## src/rtl/tile_sprite_fetcher.sv

```systemverilog
// tile_sprite_fetcher: maps raster pixels onto a 15x13 tile field and fetches each pixel's sprite texel.
// Latency: fixed 3 cycles from pix_valid/draw_x/draw_y to pix_*; one pixel per cycle.
// Backpressure: none; the pipeline never stalls and pix_valid=0 cycles travel through as bubbles.
//
// Ports:
//   clk, rst_n                  clock, asynchronous active-low reset
//   pix_valid, draw_x, draw_y   raster pixel in (x steps by one per valid cycle within a line)
//   grid_addr -> grid_state     occupancy-grid lookup, data sampled one cycle after the address
//   rom_state, rom_addr         sprite select and texel address to the sprite ROM
//   rom_data                    palette index, sampled one cycle after rom_state/rom_addr
//   pix_out_valid, pix_in_field, pix_index, pix_x, pix_y   resolved pixel out
module tile_sprite_fetcher #(
   parameter int X0   = 95,   // field left edge, px
   parameter int Y0   = 45,   // field top edge, px
   parameter int TILE = 30,   // tile edge, px
   parameter int COLS = 15,
   parameter int ROWS = 13
) (
   input  logic       clk,
   input  logic       rst_n,
   input  logic       pix_valid,
   input  logic [9:0] draw_x,
   input  logic [9:0] draw_y,
   output logic [7:0] grid_addr,
   input  logic [3:0] grid_state,
   output logic [3:0] rom_state,
   output logic [9:0] rom_addr,
   input  logic [3:0] rom_data,
   output logic       pix_out_valid,
   output logic       pix_in_field,
   output logic [3:0] pix_index,
   output logic [9:0] pix_x,
   output logic [9:0] pix_y
);

   localparam logic [9:0] X_FIRST   = 10'(X0);
   localparam logic [9:0] X_LAST    = 10'(X0 + TILE * COLS - 1);
   localparam logic [9:0] Y_FIRST   = 10'(Y0);
   localparam logic [9:0] Y_LAST    = 10'(Y0 + TILE * ROWS - 1);
   localparam logic [4:0] OFF_LAST  = 5'(TILE - 1);
   localparam logic [3:0] COL_LAST  = 4'(COLS - 1);
   localparam logic [3:0] ROW_LAST  = 4'(ROWS - 1);
   localparam logic [7:0] ROW_STEP  = 8'(COLS);
   localparam logic [9:0] TILE_W    = 10'(TILE);
   localparam logic [3:0] OCC_MAX   = 4'd12;  // highest sprite code the ROM holds
   localparam logic [3:0] OCC_NONE  = 4'd0;   // grass

   // ------------------------------------------------------------------
   // Field decode
   // ------------------------------------------------------------------
   logic in_field;
   logic row_span;     // draw_y is a field row other than the first
   logic line_start;

   assign in_field   = pix_valid &&
                       (draw_x >= X_FIRST) && (draw_x <= X_LAST) &&
                       (draw_y >= Y_FIRST) && (draw_y <= Y_LAST);
   assign row_span   = (draw_y > Y_FIRST) && (draw_y <= Y_LAST);
   assign line_start = pix_valid && (draw_x == X_FIRST);

   // ------------------------------------------------------------------
   // Tile position counters
   // The registers hold the position of the most recent field pixel, so
   // the *_n values are the position of the pixel being presented now.
   // Stage A addresses from *_n, which lets the first pixel of a line use
   // xoff=0/col=0 without waiting a cycle for the line-entry reset.
   // ------------------------------------------------------------------
   logic [4:0] xoff, xoff_n;
   logic [3:0] col,  col_n;
   logic [4:0] yoff, yoff_n;
   logic [3:0] row,  row_n;
   logic [7:0] row_base, row_base_n;   // row * COLS, kept as a running sum

   always_comb begin
      xoff_n     = xoff;
      col_n      = col;
      yoff_n     = yoff;
      row_n      = row;
      row_base_n = row_base;
      if (line_start) begin
         xoff_n = 5'd0;
         col_n  = 4'd0;
         if (draw_y == Y_FIRST) begin
            yoff_n     = 5'd0;
            row_n      = 4'd0;
            row_base_n = 8'd0;
         end else if (row_span) begin
            if (yoff == OFF_LAST) begin
               yoff_n = 5'd0;
               if (row != ROW_LAST) begin
                  row_n      = row + 4'd1;
                  row_base_n = row_base + ROW_STEP;
               end
            end else begin
               yoff_n = yoff + 5'd1;
            end
         end
      end else if (in_field) begin
         if (xoff == OFF_LAST) begin
            xoff_n = 5'd0;
            // Field edge: col stays on the last tile rather than running off the grid.
            if (col != COL_LAST) begin
               col_n = col + 4'd1;
            end
         end else begin
            xoff_n = xoff + 5'd1;
         end
      end
   end

   // ------------------------------------------------------------------
   // Stage A: grid lookup address plus side-band
   // ------------------------------------------------------------------
   logic [4:0] a_xoff;
   logic [4:0] a_yoff;
   logic       a_in_field;
   logic       a_vld;
   logic [9:0] a_x;
   logic [9:0] a_y;

   always_ff @(posedge clk or negedge rst_n) begin
      if (!rst_n) begin
         xoff       <= 5'd0;
         col        <= 4'd0;
         yoff       <= 5'd0;
         row        <= 4'd0;
         row_base   <= 8'd0;
         grid_addr  <= 8'd0;
         a_xoff     <= 5'd0;
         a_yoff     <= 5'd0;
         a_in_field <= 1'b0;
         a_vld      <= 1'b0;
         a_x        <= 10'd0;
         a_y        <= 10'd0;
      end else begin
         xoff     <= xoff_n;
         col      <= col_n;
         yoff     <= yoff_n;
         row      <= row_n;
         row_base <= row_base_n;
         // Off-field pixels leave the grid address where it was.
         if (in_field) begin
            grid_addr <= row_base_n + {4'd0, col_n};
         end
         a_xoff     <= xoff_n;
         a_yoff     <= yoff_n;
         a_in_field <= in_field;
         a_vld      <= pix_valid;
         a_x        <= draw_x;
         a_y        <= draw_y;
      end
   end

   // ------------------------------------------------------------------
   // Stage B: sprite select and texel address
   // ------------------------------------------------------------------
   logic [9:0] tex_addr;
   logic       b_in_field;
   logic       b_vld;
   logic [9:0] b_x;
   logic [9:0] b_y;

   // Constant multiply by the tile edge; 29*30+29 = 899 fits in 10 bits.
   assign tex_addr = ({5'd0, a_yoff} * TILE_W) + {5'd0, a_xoff};

   always_ff @(posedge clk or negedge rst_n) begin
      if (!rst_n) begin
         rom_state  <= OCC_NONE;
         rom_addr   <= 10'd0;
         b_in_field <= 1'b0;
         b_vld      <= 1'b0;
         b_x        <= 10'd0;
         b_y        <= 10'd0;
      end else begin
         // Codes above the sprite range have no ROM image; draw them as grass.
         if (a_in_field && (grid_state <= OCC_MAX)) begin
            rom_state <= grid_state;
         end else begin
            rom_state <= OCC_NONE;
         end
         if (a_in_field) begin
            rom_addr <= tex_addr;
         end
         b_in_field <= a_in_field;
         b_vld      <= a_vld;
         b_x        <= a_x;
         b_y        <= a_y;
      end
   end

   // ------------------------------------------------------------------
   // Stage C: palette index out
   // ------------------------------------------------------------------
   always_ff @(posedge clk or negedge rst_n) begin
      if (!rst_n) begin
         pix_index     <= 4'h0;
         pix_in_field  <= 1'b0;
         pix_out_valid <= 1'b0;
         pix_x         <= 10'd0;
         pix_y         <= 10'd0;
      end else begin
         pix_index     <= b_in_field ? rom_data : 4'h0;
         pix_in_field  <= b_in_field;
         pix_out_valid <= b_vld;
         pix_x         <= b_x;
         pix_y         <= b_y;
      end
   end

endmodule

```

## config.mk

```make
export PLATFORM = sky130hd
export DESIGN_NAME = tile_sprite_fetcher
export DESIGN_NICKNAME = d
export VERILOG_FILES = /design/src/rtl/tile_sprite_fetcher.sv
export SDC_FILE = /design/constraint.sdc
export NUM_CORES = 1
export LEC_CHECK = 0
export BUFFER_PORTS_ARGS = -buffer_cell sky130_fd_sc_hd__buf_2
export CAP_MARGIN = 10
export CORE_ASPECT_RATIO = 1.25
export CORE_UTILIZATION = 50
export CTS_CLUSTER_DIAMETER = 150
export DETAILED_ROUTE_END_ITERATION = 6
export PLACE_DENSITY = 0.71
export SLEW_MARGIN = 20
export SYNTH_ARGS = -nofsm -noshare
export SYNTH_HDL_FRONTEND = slang
export SYNTH_SLANG_ARGS = --single-unit
export TNS_END_PERCENT = 100
```

## constraint.sdc

```tcl
create_clock -name clk -period 4.1 [get_ports clk]
set_input_delay 0.82 -clock clk [delete_from_list [all_inputs] [get_ports clk]]
set_output_delay 0.82 -clock clk [all_outputs]
set_load 0.1 [all_outputs]
```

==> key figures <==
Setup path
  – Worst Path Class, Setup: flop to flop
  – Crit start category: flop
  – Reg2reg setup slack: 0.45 ns
  – R2R Path Start: a_yoff[2]$_DFFE_PN0P_
  – Worst Path Max Fanout: 9
  – Required @ worst endpoint: 4.42 ns
  – Critical Path End Type: flop
  – End of the worst register-to-register path: grid_addr[7]$_DFFE_PN0N_
  – Worst EP arrival: 3.97 ns
  – Worst Reg-to-Reg Cells: 14

Route
  – Vias: 3593
  – Initial DRC count: 125
  – Final wirelength: 10490 µm
  – Vias per cell: 5.323
  – # DRC: 0
  – Post-DRT Antenna Nets: 0
  – WL per Instance: 15.54 µm
  – First-pass DRT Iterations: 4

Clocking
  – CTS buffer count: 17
  – Clock sinks: 118
  – CTS tree: yes
  – Maximum clock path buffer count: 2
  – Clk pin slew, worst setup/hold paths: 0.06 ns
  – Skew-Pair Late Insertion Delay: 0.41 ns
  – Htree depth: 4
  – # hold bufs at CTS: 0
  – CTS Root Cell: clkbuf_16
  – Setup Buffers After CTS: 0

Timing
  – Final setup fails: 0
  – Post-layout minimum cycle time: 3.648 ns
  – Max Freq: 274.1 MHz
  – Hold Vio Cnt, Final: 0
  – Final-report max-slew violation count: 0
  – Worst setup margin: 0.4519 ns
  – Layout Skew: 0.008120 ns
  – Post-route clock period utilization: 88.98%
  – Worst-Margin Slew: 0.8987 ns
  – Rel. slew slack: 40.09%
  – Setup tns final: 0 ns
  – RSZ-0062 raised after global routing: false

Final layout
  – Area growth, synth to finish: 22.78%
  – Most frequent cells in the layout: dfrtp_1, buf_2, inv_1
  – Share of cells above drive strength 1: 25.46%
  – # diodes: 0
  – Most common cell after layout, fill and taps aside: dfrtp_1
  – Post-Layout Cell Count: 675
  – Fillers: 786
  – NumNets Final: 603
  – Reg area: 2953 µm²
  – Final core occ: 63.27%
  – Multi-input gate area: 2103 µm²

Power
  – Power per cell area: 567.9 nW/µm²
  – Max IR drop VDD: 0.4117 mV
  – Total power: 3649 µW
  – Leakage: 0.003018 µW

Die
  – Die area: 10880 µm²
  – Row Count: 41
  – Core area: 10160 µm²
  – Height of the die: 116.4 µm
  – # IOs: 79
  – Die width: 93.51 µm
  – Initial core utilization: 51.53%

Place
  – PortBufs: 78
  – Routability cong.: 0.8388
  – Number of instances in the placed design: 643
  – Hpwl dp: 7319 µm
  – Dpl ws: 0.05040 ns

Synthesis
  – Synth Warn #: 0
  – Seq/Total Area, Yosys: 56.42%
  – Synth unique cells: 59
  – Ys async rst share: 100.0%
  – Mean Syn Cell Area: 12.00 µm²
  – Netlist Area Pre-Place: 5234 µm²
  – Synth Flop Type: dfrtp_1
  – Syn_nets: 506
  – Number of synthesized flops with an enable pin: 0
  – Seq cells post-synth: 118
  – Gate Count Post-Synth: 436

Run
  – Max cap viols: 0

Global route
  – Largest net degree at the start of global routing: 72
  – Initial antenna violation count: 0
  – First-pass GRT wire length: 17490 µm
  – GRT Total Usage: 21.36%
  – Vias in the first global route: 3705
  – Total congestion overflow: 0

Hold path
  – Hold Path Sink: b_y[6]$_DFF_PN0_
  – Worst min-delay path class: flop to flop
  – Worst min-delay path startpoint: a_y[6]$_DFF_PN0_
  – WHS Path Cells: 0

Outcome
  – Status: finished, final reports clean
worst max path at each step:
stage               slack [ns]                  start                  endpoint
CTS                       0.35  a_yoff[2]$_DFFE_PN0P_  grid_addr[7]$_DFFE_PN0N_
floorplan                 0.39              draw_x[4]  grid_addr[6]$_DFFE_PN0N_
global route              0.13  a_yoff[2]$_DFFE_PN0P_  grid_addr[7]$_DFFE_PN0N_
finish                    0.45  a_yoff[2]$_DFFE_PN0P_  grid_addr[7]$_DFFE_PN0N_
global placement          0.16              draw_x[4]  grid_addr[6]$_DFFE_PN0N_
detailed placement        0.05              draw_x[4]  grid_addr[6]$_DFFE_PN0N_
Yosys cell counts (3+ instances only):
cell	instances	area share [%]
o31ai_1	3	0.43
or3_1	4	0.48
o21ai_0	20	1.9
ha_1	30	7.2
or4_1	4	0.57
nor2b_1	5	0.60
and3_1	5	0.60
mux2_2	5	1.1
nor4_4	3	1.2
a21oi_1	22	2.1
nand2_1	31	2.2
a21o_1	5	0.72
a211oi_1	4	0.57
nand4_1	5	0.60
nand3_1	9	0.86
nor2_1	28	2.0
clkbuf_1	4	0.29
inv_1	38	2.7
nor4_1	4	0.48
xor2_1	10	1.7
o2111ai_1	3	0.50
dfrtp_1	118	56
fa_1	9	3.4
nor3_1	8	0.77
and2_1	7	0.84
o31a_1	3	0.50
xnor2_1	10	1.7
logic make-up after synthesis:
| kind of cell | Yosys count | synth area share [%] |
|---|---|---|
| simple gates | 125 | 13.82 |
| flops | 118 | 56.42 |
| compound gates | 83 | 11.24 |
| buf+inv | 46 | 3.490 |
| fa+ha+maj | 39 | 10.61 |
| xor+xnor | 20 | 3.347 |
| mux | 5 | 1.076 |
worst max-delay path, cell delays in order (launching register included):
cell and delay (ns):
dfrtp_1 0.52, ha_1 0.25, nand3_1 0.15, a31oi_2 0.38
nand4_4 0.21, nor2_4 0.27, nor2_1 0.06, a211oi_1 0.37
ha_1 0.32, a21o_1 0.18, a21oi_1 0.21, nor2b_1 0.09
o21ai_0 0.22, nor4_1 0.09, o31ai_2 0.22
metal layers:
layer  track usage [%]  share of wire, %  vias to the layer above
met5                 0                 0                        -
met4             10.56               1.6                        0
met3             5.469               4.5                       17
met2             35.64                50                       95
met1             25.89                44                     1768
li1                  -                 -                     1713
report_power, final:
group	total, µW	internal [µW]	switching (µW)
combinational	775	160	615
clock	1530	980	553
sequential	1340	1270	75.0
total	3650	2410	1240
flip-flops by register name, summed over array words and instances, names as in the netlist, 4 cells and up:
register / flops
a_xoff: 5
pix_y: 10
rom_addr: 10
a_x: 10
b_x: 10
b_y: 10
rom_state: 4
a_y: 10
row: 4
pix_index: 4
a_yoff: 5
pix_x: 10
row_base: 8
grid_addr: 8
col: 4
repair_timing:
item,in CTS,in global routing
endpoints found under the hold margin,0,0
setup endpoints to repair,0,1
gates resized for setup,0,1
area by class of cell:
class,count,area share [%]
flip-flops and latches,118,45.95
repair buffers,86,7.048
clock inverters,13,2.648
clock buffers,19,6.893
well taps,129,2.512
multi-input cells,272,32.73
inverters,38,2.220
metrics by stage:
stage,instance area [µm²],hold slack (ns)
2_1_floorplan,5234,0.3312
3_3_place_gp,5808,0.3311
3_5_place_dp,5808,0.3347
4_1_cts,6421,0.3437
5_1_grt,6426,0.3445
6_report,6426,0.3447
(Power assumes the default switching activity.)
